`src/rtl/align_shift_controller.sv`:
```
`default_nettype none
// ============================================================================
// Module   : align_shift_controller
// Purpose  : Half-precision operand alignment sequencer. Captures an operand
//            pair, selects the larger-magnitude operand, drives an external
//            11-bit right barrel shifter with the smaller significand and the
//            exponent difference, and presents the aligned pair with a
//            sticky bit on a valid/ready output handshake.
// Ports    : clk, rst_n        - clock, synchronous active-low reset
//            in_valid/in_ready - operand pair handshake (a_*, b_*)
//            sh_in/sh_ctrl     - data/amount to external shifter
//            sh_out            - shifter result (combinational from sh_in/ctrl)
//            out_valid/out_ready - result handshake
//            big_mant, small_mant, exp_out, swapped, sticky - result
// Revision : 1.0 - initial release
// ============================================================================
module align_shift_controller (
    input  logic        clk,
    input  logic        rst_n,
    input  logic        in_valid,
    output logic        in_ready,
    input  logic [4:0]  a_exp,
    input  logic [10:0] a_mant,
    input  logic [4:0]  b_exp,
    input  logic [10:0] b_mant,
    output logic [10:0] sh_in,
    output logic [4:0]  sh_ctrl,
    input  logic [10:0] sh_out,
    output logic        out_valid,
    input  logic        out_ready,
    output logic [10:0] big_mant,
    output logic [10:0] small_mant,
    output logic [4:0]  exp_out,
    output logic        swapped,
    output logic        sticky
);

    localparam logic [1:0] S_IDLE  = 2'd0;
    localparam logic [1:0] S_CMP   = 2'd1;
    localparam logic [1:0] S_SHIFT = 2'd2;
    localparam logic [1:0] S_HOLD  = 2'd3;

    localparam logic [4:0] c_MANT_W = 5'd11;

    logic [1:0]  r_state;
    logic [1:0]  w_next_state;

    // Captured operands
    logic [4:0]  r_a_exp;
    logic [10:0] r_a_mant;
    logic [4:0]  r_b_exp;
    logic [10:0] r_b_mant;

    // Compare-stage results
    logic        r_swap;
    logic [4:0]  r_big_exp;
    logic [10:0] r_big_mant;
    logic [10:0] r_small_mant;
    logic [4:0]  r_diff;

    // Result registers
    logic [10:0] r_out_big;
    logic [10:0] r_out_small;
    logic [4:0]  r_out_exp;
    logic        r_out_swapped;
    logic        r_out_sticky;

    logic        w_transfer;
    logic        w_swap;
    logic [4:0]  w_diff;
    logic [10:0] w_sticky_mask;
    logic        w_sticky;
    logic [10:0] w_aligned;

    assign w_transfer = in_valid && (r_state == S_IDLE);

    // Magnitude compare: exponent first, significand breaks exponent ties.
    // Equal operands leave A as the larger one.
    assign w_swap = (r_b_exp > r_a_exp) ||
                    ((r_b_exp == r_a_exp) && (r_b_mant > r_a_mant));
    assign w_diff = w_swap ? (r_b_exp - r_a_exp) : (r_a_exp - r_b_exp);

    // Mask of bit positions below min(diff, 11): these are the bits the
    // shifter discards. diff <= 10 in the shifted branch, so no overflow.
    always_comb begin
        w_sticky_mask = 11'h7FF;
        if (r_diff < c_MANT_W) begin
            w_sticky_mask = (11'd1 << r_diff) - 11'd1;
        end
    end

    assign w_sticky  = |(r_small_mant & w_sticky_mask);
    // Shifts of 11 or more flush the significand regardless of how the
    // external shifter treats out-of-range amounts.
    assign w_aligned = (r_diff >= c_MANT_W) ? 11'd0 : sh_out;

    // ------------------------------------------------------------------
    // FSM: state register
    // ------------------------------------------------------------------
    always_ff @(posedge clk) begin
        if (!rst_n) begin
            r_state <= S_IDLE;
        end else begin
            r_state <= w_next_state;
        end
    end

    // ------------------------------------------------------------------
    // FSM: next-state logic
    // ------------------------------------------------------------------
    always_comb begin
        w_next_state = r_state;
        case (r_state)
            S_IDLE:  if (in_valid)  w_next_state = S_CMP;
            S_CMP:                  w_next_state = S_SHIFT;
            S_SHIFT:                w_next_state = S_HOLD;
            S_HOLD:  if (out_ready) w_next_state = S_IDLE;
            default:                w_next_state = S_IDLE;
        endcase
    end

    // ------------------------------------------------------------------
    // FSM: outputs decoded from the registered state only
    // ------------------------------------------------------------------
    always_comb begin
        in_ready  = 1'b0;
        out_valid = 1'b0;
        sh_in     = 11'd0;
        sh_ctrl   = 5'd0;
        case (r_state)
            S_IDLE:  in_ready  = 1'b1;
            S_SHIFT: begin
                sh_in   = r_small_mant;
                sh_ctrl = r_diff;
            end
            S_HOLD:  out_valid = 1'b1;
            default: ;
        endcase
    end

    // ------------------------------------------------------------------
    // Datapath registers
    // ------------------------------------------------------------------
    always_ff @(posedge clk) begin
        if (!rst_n) begin
            r_a_exp       <= 5'd0;
            r_a_mant      <= 11'd0;
            r_b_exp       <= 5'd0;
            r_b_mant      <= 11'd0;
            r_swap        <= 1'b0;
            r_big_exp     <= 5'd0;
            r_big_mant    <= 11'd0;
            r_small_mant  <= 11'd0;
            r_diff        <= 5'd0;
            r_out_big     <= 11'd0;
            r_out_small   <= 11'd0;
            r_out_exp     <= 5'd0;
            r_out_swapped <= 1'b0;
            r_out_sticky  <= 1'b0;
        end else begin
            if (w_transfer) begin
                r_a_exp  <= a_exp;
                r_a_mant <= a_mant;
                r_b_exp  <= b_exp;
                r_b_mant <= b_mant;
            end
            if (r_state == S_CMP) begin
                r_swap       <= w_swap;
                r_big_exp    <= w_swap ? r_b_exp  : r_a_exp;
                r_big_mant   <= w_swap ? r_b_mant : r_a_mant;
                r_small_mant <= w_swap ? r_a_mant : r_b_mant;
                r_diff       <= w_diff;
            end
            if (r_state == S_SHIFT) begin
                r_out_big     <= r_big_mant;
                r_out_small   <= w_aligned;
                r_out_exp     <= r_big_exp;
                r_out_swapped <= r_swap;
                r_out_sticky  <= w_sticky;
            end
        end
    end

    assign big_mant   = r_out_big;
    assign small_mant = r_out_small;
    assign exp_out    = r_out_exp;
    assign swapped    = r_out_swapped;
    assign sticky     = r_out_sticky;

endmodule
`default_nettype wire
```
`config.mk`:
```
export PLATFORM = sky130hd
export DESIGN_NAME = align_shift_controller
export DESIGN_NICKNAME = d
export VERILOG_FILES = /design/src/rtl/align_shift_controller.sv
export SDC_FILE = /design/constraint.sdc
export NUM_CORES = 1
export LEC_CHECK = 0
export ABC_AREA = 0
export BUFFER_PORTS_ARGS = -buffer_cell sky130_fd_sc_hd__buf_2
export CORE_MARGIN = 3
export CORE_UTILIZATION = 40
export CTS_CLUSTER_DIAMETER = 60
export DETAILED_ROUTE_END_ITERATION = 16
export GPL_TIMING_DRIVEN = 0
export PLACE_DENSITY = 0.6
export SLEW_MARGIN = 20
export SYNTH_ARGS = -nofsm -noshare
export SYNTH_HDL_FRONTEND = slang
export SYNTH_SLANG_ARGS = --single-unit
```
`constraint.sdc`:
```
create_clock -name clk -period 3.27 [get_ports clk]
set_input_delay 0.654 -clock clk [delete_from_list [all_inputs] [get_ports clk]]
set_output_delay 0.654 -clock clk [all_outputs]
set_load 0.1 [all_outputs]
```
Word level (Yosys, flattened, before mapping)

Cells that the tools add are included.

Bitwise operators: 1
Magnitude comparators: 4
Shifts and indexed selects: 1
Add/sub/neg operators: 3
Multiplexer cells: 13
Equal/unequal tests: 6
Reduce and logical (&&, ||, !) cells: 6

Operator list:

| operator              | number |
|---|---|
| $mux 11               | 5 |
| $mux 5                | 3 |
| $and 11x11->11        | 1 |
| $gt 11x11->1          | 1 |
| $reduce_or 11->1      | 1 |
| $shl 1x5->11 const A  | 1 |
| $sub 11x1->11 const B | 1 |
| $sub 5x5->5           | 2 |
| $pmux 2 s4            | 1 |
| $eq 5x5->1            | 1 |
| $ge 5x4->1 const B    | 1 |
| $gt 5x5->1            | 1 |
| $lt 5x4->1 const B    | 1 |
| $eq 2x2->1 const B    | 2 |
| $mux 2                | 2 |
| $ne 2x2->1 const B    | 2 |
| $eq 2x1->1 const B    | 1 |
| $logic_and 1x1->1     | 2 |
| $logic_not 2->1       | 1 |
| $mux 1                | 2 |
| $reduce_and 2->1      | 1 |
| $logic_or 1x1->1      | 1 |

Input port bits: 47
Logic and storage cells: 49
Bits in registers: 96

Logic depth before layout (Yosys ltp)

Gate-level depths: netlist of the first run.

Depth after elaboration: 5
Depth in mapped cells: 11

Worst setup path after synthesis of the first run

OpenSTA, ideal clock, no wires.

Kind: reg-to-output
Start point: register r_state[0]
End point: output sh_ctrl[4]
Slack: 0.490 ns
Stages on the path, launching flop included: 7
Data arrival time: 2.126 ns
Data required time: 2.616 ns
Buffers on the path: 3
Path through: dfxtp_1 > inv_1 > ha_1 > clkbuf_1 > buf_1 > clkbuf_1 > and2_1

Longest elaborated chain between the ends: 2

Ends and longest elaborated chain:

| item                   | line | text |
|---|---|---|
| from (decl)            | 45   | `logic [1:0] r_state;` |
| from (signal assigned) | 104  | `r_state <= w_next_state;` |
| $eq 2x2->1             | 130  | `case (r_state)` |
| $mux 5                 | 130  |  |
| to (decl)              | 27   | `output logic [4:0] sh_ctrl,` |

Every way passes these cells.

Worst setup path in the final report of the first run

Start point: register r_state[0]
End point: output sh_in[5]

Longest elaborated chain between the ends: 2

Ends and longest elaborated chain:

| item       | line | text |
|---|---|---|
| $eq 2x2->1 | 130  |  |
| $mux 11    | 130  |  |
| to (decl)  | 26   | `output logic [10:0] sh_in,` |

Every way passes these cells.

==> results of run 1 <==
## state kept, by name, indices dropped and copies added, names as in the netlist
register and cells:
r_swap 1, r_small_mant 11, r_big_mant 11, big_mant 11
r_b_exp 5, r_b_mant 11, r_a_mant 11, r_state 2
exp_out 5, r_a_exp 5, sticky 1, swapped 1
r_big_exp 5, r_diff 5, small_mant 11
## metal layers
layer  routed length [µm]  global-route usage  vias up
li1                     -                   -     2199
met3                  756              0.0312       17
met5                    0                   0        -
met1                 6290               0.266     2005
met4                  242              0.0747        0
met2                 6090               0.313      117
## worst min-delay path, cell delays in order (launching register included)
cell	delay [ps]
dfxtp_1	310
nand2b_1	60
a21boi_0	60
## cells in the final DEF, fill, tap and decap left out, drive strengths merged, types with 2 or more instances in the layout
| cell | instances |
|---|---|
| diode | 5 |
| mux2i | 46 |
| a21oi | 43 |
| mux2 | 2 |
| dfxtp | 96 |
| clkinvlp | 3 |
| nor2 | 11 |
| o21ai | 37 |
| inv | 28 |
| buf | 99 |
| clkinv | 2 |
| nand2b | 14 |
| fa | 2 |
| nand3b | 3 |
| nand4 | 2 |
| o31a | 2 |
| a21boi | 46 |
| a211o | 2 |
| nand3 | 14 |
| a21o | 7 |
| and2 | 18 |
| or2 | 2 |
| nor2b | 26 |
| ha | 25 |
| clkbuf | 46 |
| nand2 | 79 |
| nor3 | 4 |
| o211ai | 4 |
| o21a | 4 |
| a211oi | 2 |
## synthesized netlist by cell type, types with 2 or more instances
cell      instances  area [µm²]
dfxtp_1          96        1920
nand2_1          79         297
a21boi_0         46         345
mux2i_1          46         460
a21oi_1          43         215
clkbuf_1         35         131
o21ai_0          35         175
inv_1            28         105
nor2b_1          26         163
ha_1             25         313
and2_1           18         113
nand2b_1         14        87.6
nand3_1          14        70.1
nor2_1           11        41.3
a21o_1            7        52.6
nor3_1            4        20.0
o211ai_1          4        30.0
o21a_1            4        30.0
buf_1             3        11.3
buf_6             3        33.8
nand3b_1          3        22.5
a211o_1           2        17.5
fa_1              2        40.0
mux2_2            2        22.5
nand4_1           2        12.5
o21ai_1           2        10.0
o31a_1            2        17.5
or2_2             2        12.5
## power breakdown
part	internal, mW	switching, mW
clock	0.534	0.456
sequential	1.49	0.289
combinational	1.16	2.13
## final timing paths
| kind | end | depth (start not counted) |
|---|---|---|
| max reg2reg | r_small_mant[9]$_SDFFE_PN0N_ | 9 |
| max | sh_in[5] | 7 |
| min | small_mant[2]$_SDFFE_PN0P_ | 2 |
| min reg2reg | small_mant[2]$_SDFFE_PN0P_ | 2 |
## cells by family (layout without fill, tap and decap cells)
logic type               after synthesis  count (layout)  share of synthesized area
other                                  0               5                          0
buffers and inverters                 70             178                     0.0577
AND/OR/NAND/NOR                      177             177                      0.176
adder cells (fa/ha/maj)               27              27                     0.0710
multiplexers                          48              48                     0.0972
flip-flops                            96              96                      0.387
AO/OA/AOI/OAI                        161             161                      0.212
## timing repair
item | CTS | global route
hold buffers | 0 | 0
endpoints found under the setup margin | 6 | 0
resized for setup | 1 | 0
## stage by stage
| stage | cell area, µm² | power [mW] | hold WS [ps] |
|---|---|---|---|
| 2_1_floorplan | 4970 | 4.31 | 456 |
| 3_3_place_gp | 5640 | 4.99 | 464 |
| 3_5_place_dp | 5640 | 5.06 | 469 |
| 4_1_cts | 5920 | 6.05 | 481 |
| 5_1_grt | 5920 | 6.45 | 505 |
| 6_report | 5930 | 6.05 | 479 |
## area by class of cell
type | count | area, µm² | area share
Antenna cell | 5 | 12.5 | 0.00211
Buffer | 42 | 183 | 0.0308
Clock buffer | 11 | 243 | 0.0409
Clock inverter | 5 | 32.5 | 0.00549
Inverter | 28 | 105 | 0.0177
Multi-Input combinational cell | 413 | 2760 | 0.466
Sequential cell | 96 | 1920 | 0.324
Tap cell | 168 | 210 | 0.0355
Timing Repair Buffer | 92 | 460 | 0.0777
==> metrics.yaml, run 1 <==
firstDrtPassIters: 5
hold_class: "reg2reg"
floorplan.die.width_um: 117
tritoncts.num_buffers: 9
dr_total_vias: 4338
timing.critical_path.fanout_max: 10
drv_cap: 0
cts-htree-levels: 3
via_count_of_the_first_global_routing_pass: 4354
drt-wirelength-per-cell_um: 15.6
timing.fmax_mhz: 327
fillCellCount: 1183
vdd.ir_drop.worst_mv: 0.430
global_route.usage.total: 0.195
min_period_ps: 3060
tritoncts_sink_count: 96
hold_viol: 0
flow.area_growth_from_synthesis_pct: 19.3
route.detailed.drc: 0
clk_pin_slew_ps: 70
r2r-start: "r_a_exp[1]$_SDFFE_PN0P_"
wire_length_of_the_first_global_routing_pass_um: 22000
number_of_enable_type_register_cells_in_the_synthesized_netlist: 0
grt_antenna_before_repair: 0
slew_headroom: 0.499
gr-total-overflow: 0
place_ws_ps: 326
final_cell_count_no_fill: 860
routed_via_density: 5.04
dominantRegCellSynth: "dfxtp_1"
first_iter_violations: 270
numPlacedInstances: 839
required_ps: 2620
drt_wl_total_um: 13400
cts.path.max_buffers: 2
io-pin-count: 94
critPathCaptureType: "primary output"
cts_tree: "done"
worstMarginPinSlew_ps: 751
setup_total_negative_slack_ps: 0
gpl.final_weighted_congestion: 0.882
asyncSetResetFlopFracSynth: 0
dpl.hpwl_um: 10400
worstSetupStartpointType: "flop"
leakagePower_nw: 2.46
final_max_slew_viol_count: 0
path_buf_inv: 5
die-height_um: 117
netlist-cell-type-count: 49
placeableCoreArea_um2: 12100
syn-instance-count: 579
critical_path.cell_chain: "inv_1 > ha_1 > clkbuf_1 > buf_2 > clkbuf_1 > and2_1 > buf_2"
synth_area_um2: 4970
post_synth.cell_area_avg_um2: 8.58
finalWorstSetupSlack_ps: 208
reg2reg_setup_slack_ps: 430
die_area_um2: 13800
drive_above_1_share: 0.173
worstSetupPathType: "reg2out"
setup_violations: 0
finClkSkew_ps: 7.37
worst_path_largest_cell_delay_ps: 430
run_status: "complete, but fails checks"
final.period_utilization: 0.936
setup_repair_after_global_routing_missed_its_margin: "no"
place.port_buffers: 92
synth.yosys.warnings: 0
postCtsSetupBuffers: 0
clockRootBuffer: "clkbuf_16"
hold_start: "small_mant[2]$_SDFFE_PN0P_"
grt_max_degree: 16
starting_density: 0.412
timing.critical_path.from: "r_state[0]$_SDFFE_PN0P_"
crit_path_top_delay_cell: "buf_2"
postSynthRegisterBits: 96
timing.critical_path.arrival_ps: 2410
synth-seq-area-share: 0.387
p_per_area_nw_per_um2: 1020
layout.nets: 756
row_count: 40
drtAntennaViolNets: 1
failing_checks: "antenna violations"
mappedNetlistNets: 653
finalCoreUtilization: 0.491
timing.critical_path.max_delay_family: "buffers and inverters"
clk-insertion-delay-late_ps: 350
(Power assumes the default switching activity.)
==> run 2: changes to the inputs <==
--- a/config.mk
+++ b/config.mk
@@ -5,8 +5,9 @@
 export SDC_FILE = /design/constraint.sdc
 export NUM_CORES = 1
 export LEC_CHECK = 0
-export ABC_AREA = 0
+export ABC_AREA = 1
 export BUFFER_PORTS_ARGS = -buffer_cell sky130_fd_sc_hd__buf_2
+export CAP_MARGIN = 20
 export CORE_MARGIN = 3
 export CORE_UTILIZATION = 40
 export CTS_CLUSTER_DIAMETER = 60
==> run 2 against run 1 <==
Effect of this change: the flow now finishes without violations; flip-flop and latch count is the same; non-clock buffer count grew 1; worst setup slack lost 59 ps; via count grew 11%; core utilization grew 0.26 points; count of clock-buffer cells in the layout is the same; clock skew is essentially flat; critical path depth is the same; critical path type unchanged; register-to-register slack gained 680 ps.
==> metrics.yaml, run 2 <==
run_status: "finished, final reports clean"
synthMostInstantiatedCell: "nand2_1"
worstMarginPinSlew_ps: 691  # -59.6 ps
synth_top_cells_by_area: "dfxtp_1, nand2_1, a21oi_1, nand3_1, o21ai_0"
starting_density: 0.414  # +0.00233
holdBufCountCts: 0  # unchanged
crit-reg2reg-capture: "r_diff[1]$_SDFFE_PN0N_"
netlist-cell-type-count: 29  # -41%
dr_total_vias: 4802  # +11%
crit_top_cell: "inv_1"
finClkSkew_ps: 7.15  # -0.222 ps
asyncSetResetFlopFracSynth: 0  # unchanged
flow.area_growth_from_synthesis_pct: 19.3  # about the same
timing.critical_path.arrival_ps: 2470  # +60 ps
grt_max_degree: 16  # unchanged
gpl.final_weighted_congestion: 0.880  # -0.19%
timing.fmax_mhz: 320  # -1.9%
commonest_non_fill_non_tap_cells_in_the_layout: "nand2_1, buf_2, dfxtp_1"
reg2reg_depth: 13  # +4
critical_path.cell_chain: "inv_1 > ha_1 > clkbuf_2 > clkbuf_1 > nand2_1 > inv_1 > buf_2"
setup_violations: 0  # unchanged
clk_pin_slew_ps: 70  # about the same
place.port_buffers: 92  # unchanged
tritoncts.num_buffers: 9  # unchanged
mostFrequentLayoutCell: "nand2_1"
floorplan.die.width_um: 115  # -1.7%
largest_area_contributor_in_the_netlist: "dfxtp_1"
synth_area_um2: 4790  # -3.6%
synth.yosys.warnings: 0  # unchanged
crit_path_top_delay_cell: "buf_2"
r2r-start: "r_a_exp[3]$_SDFFE_PN0P_"
dominantRegCellSynth: "dfxtp_1"
row_count: 39  # -2.5%
fillCellCount: 1232  # +4.1%
hold_viol: 0  # unchanged
synth_top_area_frac: 0.401  # +0.0143
mappedNetlistNets: 756  # +16%
worstSetupStartpointType: "flop"
drv_cap: 0  # unchanged
die_area_um2: 13300  # -3.4%
min_period_ps: 3120  # +59.5 ps
hold_class: "reg2reg"
gr-total-overflow: 0  # unchanged
drtAntennaViolNets: 0  # -1
final_cell_count_no_fill: 932  # +8.4%
post_synth.cell_area_avg_um2: 7.02  # -18%
clockRootBuffer: "clkbuf_16"
wire_length_of_the_first_global_routing_pass_um: 23000  # +4.7%
synth-seq-area-share: 0.401  # +0.0143
reg2reg_setup_slack_ps: 1110  # +680 ps
slew_headroom: 0.539  # +0.0397
placeableCoreArea_um2: 11600  # -4.1%
die-height_um: 115  # -1.7%
global_route.usage.total: 0.219  # +0.0233
worst_path_largest_cell_delay_ps: 420  # about the same
number_of_enable_type_register_cells_in_the_synthesized_netlist: 0  # unchanged
cts_repair_resize_count: 1  # unchanged
grt_antenna_before_repair: 0  # unchanged
postCtsSetupBuffers: 0  # unchanged
numPlacedInstances: 917  # +9.3%
clk-insertion-delay-late_ps: 350  # about the same
final_max_slew_viol_count: 0  # unchanged
post_synth_most_frequent_cells: "nand2_1, dfxtp_1, a21oi_1, inv_1"
firstDrtPassIters: 5  # unchanged
cts_tree: "done"
critPathCaptureType: "primary output"
first_iter_violations: 291  # +7.8%
final.period_utilization: 0.955  # +0.0182
drive_above_1_share: 0.165  # -0.00845
drt_wl_total_um: 14100  # +5.6%
worstSetupPathType: "reg2out"
drt-wirelength-per-cell_um: 15.2  # -2.5%
syn-instance-count: 682  # +18%
routed_via_density: 5.15  # +2.1%
via_count_of_the_first_global_routing_pass: 4699  # +7.9%
dpl.hpwl_um: 11200  # +6.8%
postSynthRegisterBits: 96  # unchanged
timing.critical_path.fanout_max: 10  # unchanged
route.detailed.drc: 0  # unchanged
required_ps: 2620  # about the same
setup_repair_after_global_routing_missed_its_margin: "no"
io-pin-count: 94  # unchanged
worst_hold_path_endpoint: "r_big_mant[6]$_SDFFE_PN0N_"
num_antenna_cells: 0  # -5
cts-htree-levels: 3  # unchanged
layout.nets: 859  # +14%
min_path_cells: 2  # unchanged
tritoncts_sink_count: 96  # unchanged
setup_total_negative_slack_ps: 0  # unchanged
hold_start: "r_big_mant[6]$_SDFFE_PN0N_"
cts.path.max_buffers: 2  # unchanged
run 2: cell types whose count changed after synthesis, sizes merged, moves of 18 or more:
| cell | before | now |
|---|---|---|
| and2 | 18 | 0 |
| nand3 | 14 | 70 |
| nor2 | 11 | 51 |
| inv | 28 | 77 |
| o21ai | 37 | 73 |
| a21oi | 43 | 84 |
| a21boi | 46 | 2 |
| mux2i | 46 | 0 |
| nand2 | 79 | 135 |
| nor2b | 26 | 0 |
run 2: cells by family (layout without fill, tap and decap cells):
family	Yosys count	in the layout	synth area share
compound gates	164	164	0.177
xor+xnor	6	6	0.0110
fa+ha+maj	27	27	0.0736
buf+inv	122	229	0.101
flops	96	96	0.401
simple gates	267	267	0.236
run 2: final cells by class:
cell class	instances	area [µm²]	share of cell area
multi-input cells	464	2380	0.417
flip-flops and latches	96	1920	0.336
repair buffers	92	460	0.0806
inverters	79	297	0.0519
clock buffers	11	253	0.0442
plain buffers	43	190	0.0333
well taps	143	179	0.0313
clock inverters	4	30.0	0.00526
run 2: worst max-delay path, delay by kind of cell, from the launching register on:
family,cells,cell delay [ps]
fa+ha+maj,1,340
buf+inv,5,1320
simple gates,1,130
flops,1,330
run 2: metrics by stage:
| step | util | instance area (µm²) | worst slack [ps] | hold WS (ps) |
|---|---|---|---|---|
| 5_1_grt | 0.494 | 5710 | 29.3 | 493 |
| 3_5_place_dp | 0.470 | 5430 | 348 | 461 |
| 3_3_place_gp | 0.470 | 5430 | 339 | 460 |
| 2_1_floorplan | - | 4790 | 809 | 446 |
| 4_1_cts | 0.494 | 5710 | 125 | 471 |
| 6_report | 0.494 | 5710 | 148 | 468 |
run 2: how the worst max path moves through the flow:
| stage | start | end | cells after the start |
|---|---|---|---|
| detailed placement | r_state[0]$_SDFFE_PN0P_ | sh_in[7] | 7 |
| global placement | r_state[0]$_SDFFE_PN0P_ | sh_in[7] | 7 |
| global route | r_state[0]$_SDFFE_PN0P_ | sh_in[8] | 7 |
| floorplan | r_state[0]$_SDFFE_PN0P_ | sh_ctrl[4] | 6 |
| finish | r_state[0]$_SDFFE_PN0P_ | sh_in[7] | 7 |
| CTS | r_state[0]$_SDFFE_PN0P_ | sh_in[7] | 7 |
run 2: per-layer routing:
metal,global-route usage,vias to the layer above,routed length (µm)
li1,-,2423,-
met1,0.290,2240,6560
met2,0.360,118,6650
met3,0.0298,21,563
met4,0.0908,0,367
met5,0,-,0
Power of run 2 is not shown: default switching activity piles up to over one toggle a cycle in this logic, so the estimate is an artifact.
==> run 3: changes to the inputs <==
--- a/config.mk
+++ b/config.mk
@@ -12,7 +12,6 @@
 export CORE_UTILIZATION = 40
 export CTS_CLUSTER_DIAMETER = 60
 export DETAILED_ROUTE_END_ITERATION = 16
-export GPL_TIMING_DRIVEN = 0
 export PLACE_DENSITY = 0.6
 export SLEW_MARGIN = 20
 export SYNTH_ARGS = -nofsm -noshare
==> run 3 against run 2 <==
Effect of this change: register-to-register slack worse by 60 ps; highest routed layer unchanged; worst setup slack improved by 690 ps; cell count is 3.6% lower; flip-flop and latch count unchanged; largest cell class unchanged; critical path depth decreased by 2.
==> metrics.yaml, run 3 (synthesis gave the netlist of run 2 again) <==
run_status: "finished, final reports clean"
routed_via_density: 5.05  # -2.0%
cts-htree-levels: 3  # unchanged
first_iter_violations: 254  # -13%
cts.path.max_buffers: 2  # unchanged
setup_total_negative_slack_ps: 0  # unchanged
starting_density: 0.414  # unchanged
wire_length_of_the_first_global_routing_pass_um: 20500  # -11%
final_max_slew_viol_count: 0  # unchanged
die-height_um: 115  # unchanged
required_ps: 2620  # about the same
drtAntennaViolNets: 0  # unchanged
commonest_non_fill_non_tap_cells_in_the_layout: "nand2_1, dfxtp_1, buf_2"
drive_above_1_share: 0.164  # -0.000527
drt_wl_total_um: 12400  # -12%
dpl.hpwl_um: 9010  # -19%
worst_path_largest_cell_delay_ps: 420  # about the same
gpl.final_weighted_congestion: 0.872  # -0.90%
min_period_ps: 2430  # -689 ps
cts_tree: "done"
critPathCaptureType: "primary output"
numPlacedInstances: 882  # -3.8%
mostFrequentLayoutCell: "nand2_1"
setup_violations: 0  # unchanged
grt_max_degree: 65  # +49
place_area_um2: 5300  # -2.4%
fillCellCount: 1218  # -1.1%
final_cell_count_no_fill: 898  # -3.6%
global_route.usage.total: 0.192  # -0.0263
firstDrtPassIters: 5  # unchanged
timing.fmax_mhz: 411  # +28%
crit_path_top_delay_cell: "buf_2"
final.period_utilization: 0.744  # -0.211
dr_total_vias: 4535  # -5.6%
post-route-cell-area_um2: 5600  # -1.9%
row_count: 39  # unchanged
postCtsSetupBuffers: 0  # unchanged
setup_repair_after_global_routing_missed_its_margin: "no"
finalCoreUtilization: 0.484  # -0.00963
hold_viol: 0  # unchanged
min_path_cells: 2  # unchanged
critical_path.cell_chain: "inv_1 > ha_2 > nand2_1 > inv_1 > buf_2"
timing.critical_path.fanout_max: 18  # +8
clockRootBuffer: "clkbuf_16"
num_antenna_cells: 0  # unchanged
die_area_um2: 13300  # unchanged
worstMarginPinSlew_ps: 938  # +247 ps
io-pin-count: 94  # unchanged
gr-total-overflow: 0  # unchanged
clk_pin_slew_ps: 70  # about the same
floorplan.die.width_um: 115  # unchanged
drt-wirelength-per-cell_um: 13.8  # -9.0%
timing.critical_path.arrival_ps: 1780  # -690 ps
grt_antenna_before_repair: 0  # unchanged
reg2reg_depth: 11  # -2
worstSetupPathType: "reg2out"
cts_repair_resize_count: 0  # -1
flow.area_growth_from_synthesis_pct: 16.9
holdBufCountCts: 0  # unchanged
tritoncts_sink_count: 96  # unchanged
placeableCoreArea_um2: 11600  # unchanged
layout.nets: 824  # -4.1%
place.port_buffers: 93  # +1.1%
worstSetupStartpointType: "flop"
clk-insertion-delay-late_ps: 350  # about the same
drv_cap: 0  # unchanged
slew_headroom: 0.374  # -0.165
hold_class: "reg2reg"
via_count_of_the_first_global_routing_pass: 4316  # -8.2%
finClkSkew_ps: 8.61  # +1.46 ps
crit_top_cell: "inv_1"
tritoncts.num_buffers: 9  # unchanged
route.detailed.drc: 0  # unchanged
## run 3: worst paths after layout
path                               from                             to  slack, ps
max             r_state[0]$_SDFFE_PN0P_                     sh_ctrl[3]        840
max reg2reg     r_a_exp[3]$_SDFFE_PN0P_  r_small_mant[10]$_SDFFE_PN0N_       1050
min reg2reg  r_big_mant[7]$_SDFFE_PN0N_     r_big_mant[7]$_SDFFE_PN0N_        470
min          r_big_mant[7]$_SDFFE_PN0N_     r_big_mant[7]$_SDFFE_PN0N_        470
## run 3: cell type report
type	instances	area, µm²	share of cell area
clock inverters	7	76.3	0.0136
clock buffers	9	225	0.0402
well taps	143	179	0.0319
repair buffers	100	518	0.0925
flip-flops and latches	96	1920	0.343
multi-input cells	464	2390	0.426
inverters	79	297	0.0529
## run 3: critical path: cells and delay by family, from the launching register on
family | cells | cell delay (ps)
fa+ha+maj | 1 | 410
buf+inv | 3 | 590
flops | 1 | 330
simple gates | 1 | 90
## run 3: routing by layer
metal | GRT usage | wire length (µm)
met1 | 0.246 | 5560
met5 | 0 | 0
met2 | 0.332 | 6200
met3 | 0.0214 | 392
met4 | 0.0759 | 242
## run 3: metrics by stage
stage	hold WS, ps	setup WS [ps]
after global placement	460	1090
after global routing	489	672
after detailed placement	460	1100
final	470	837
after floorplan	446	809
after CTS	471	807
Power of run 3 is left out for the same reason.
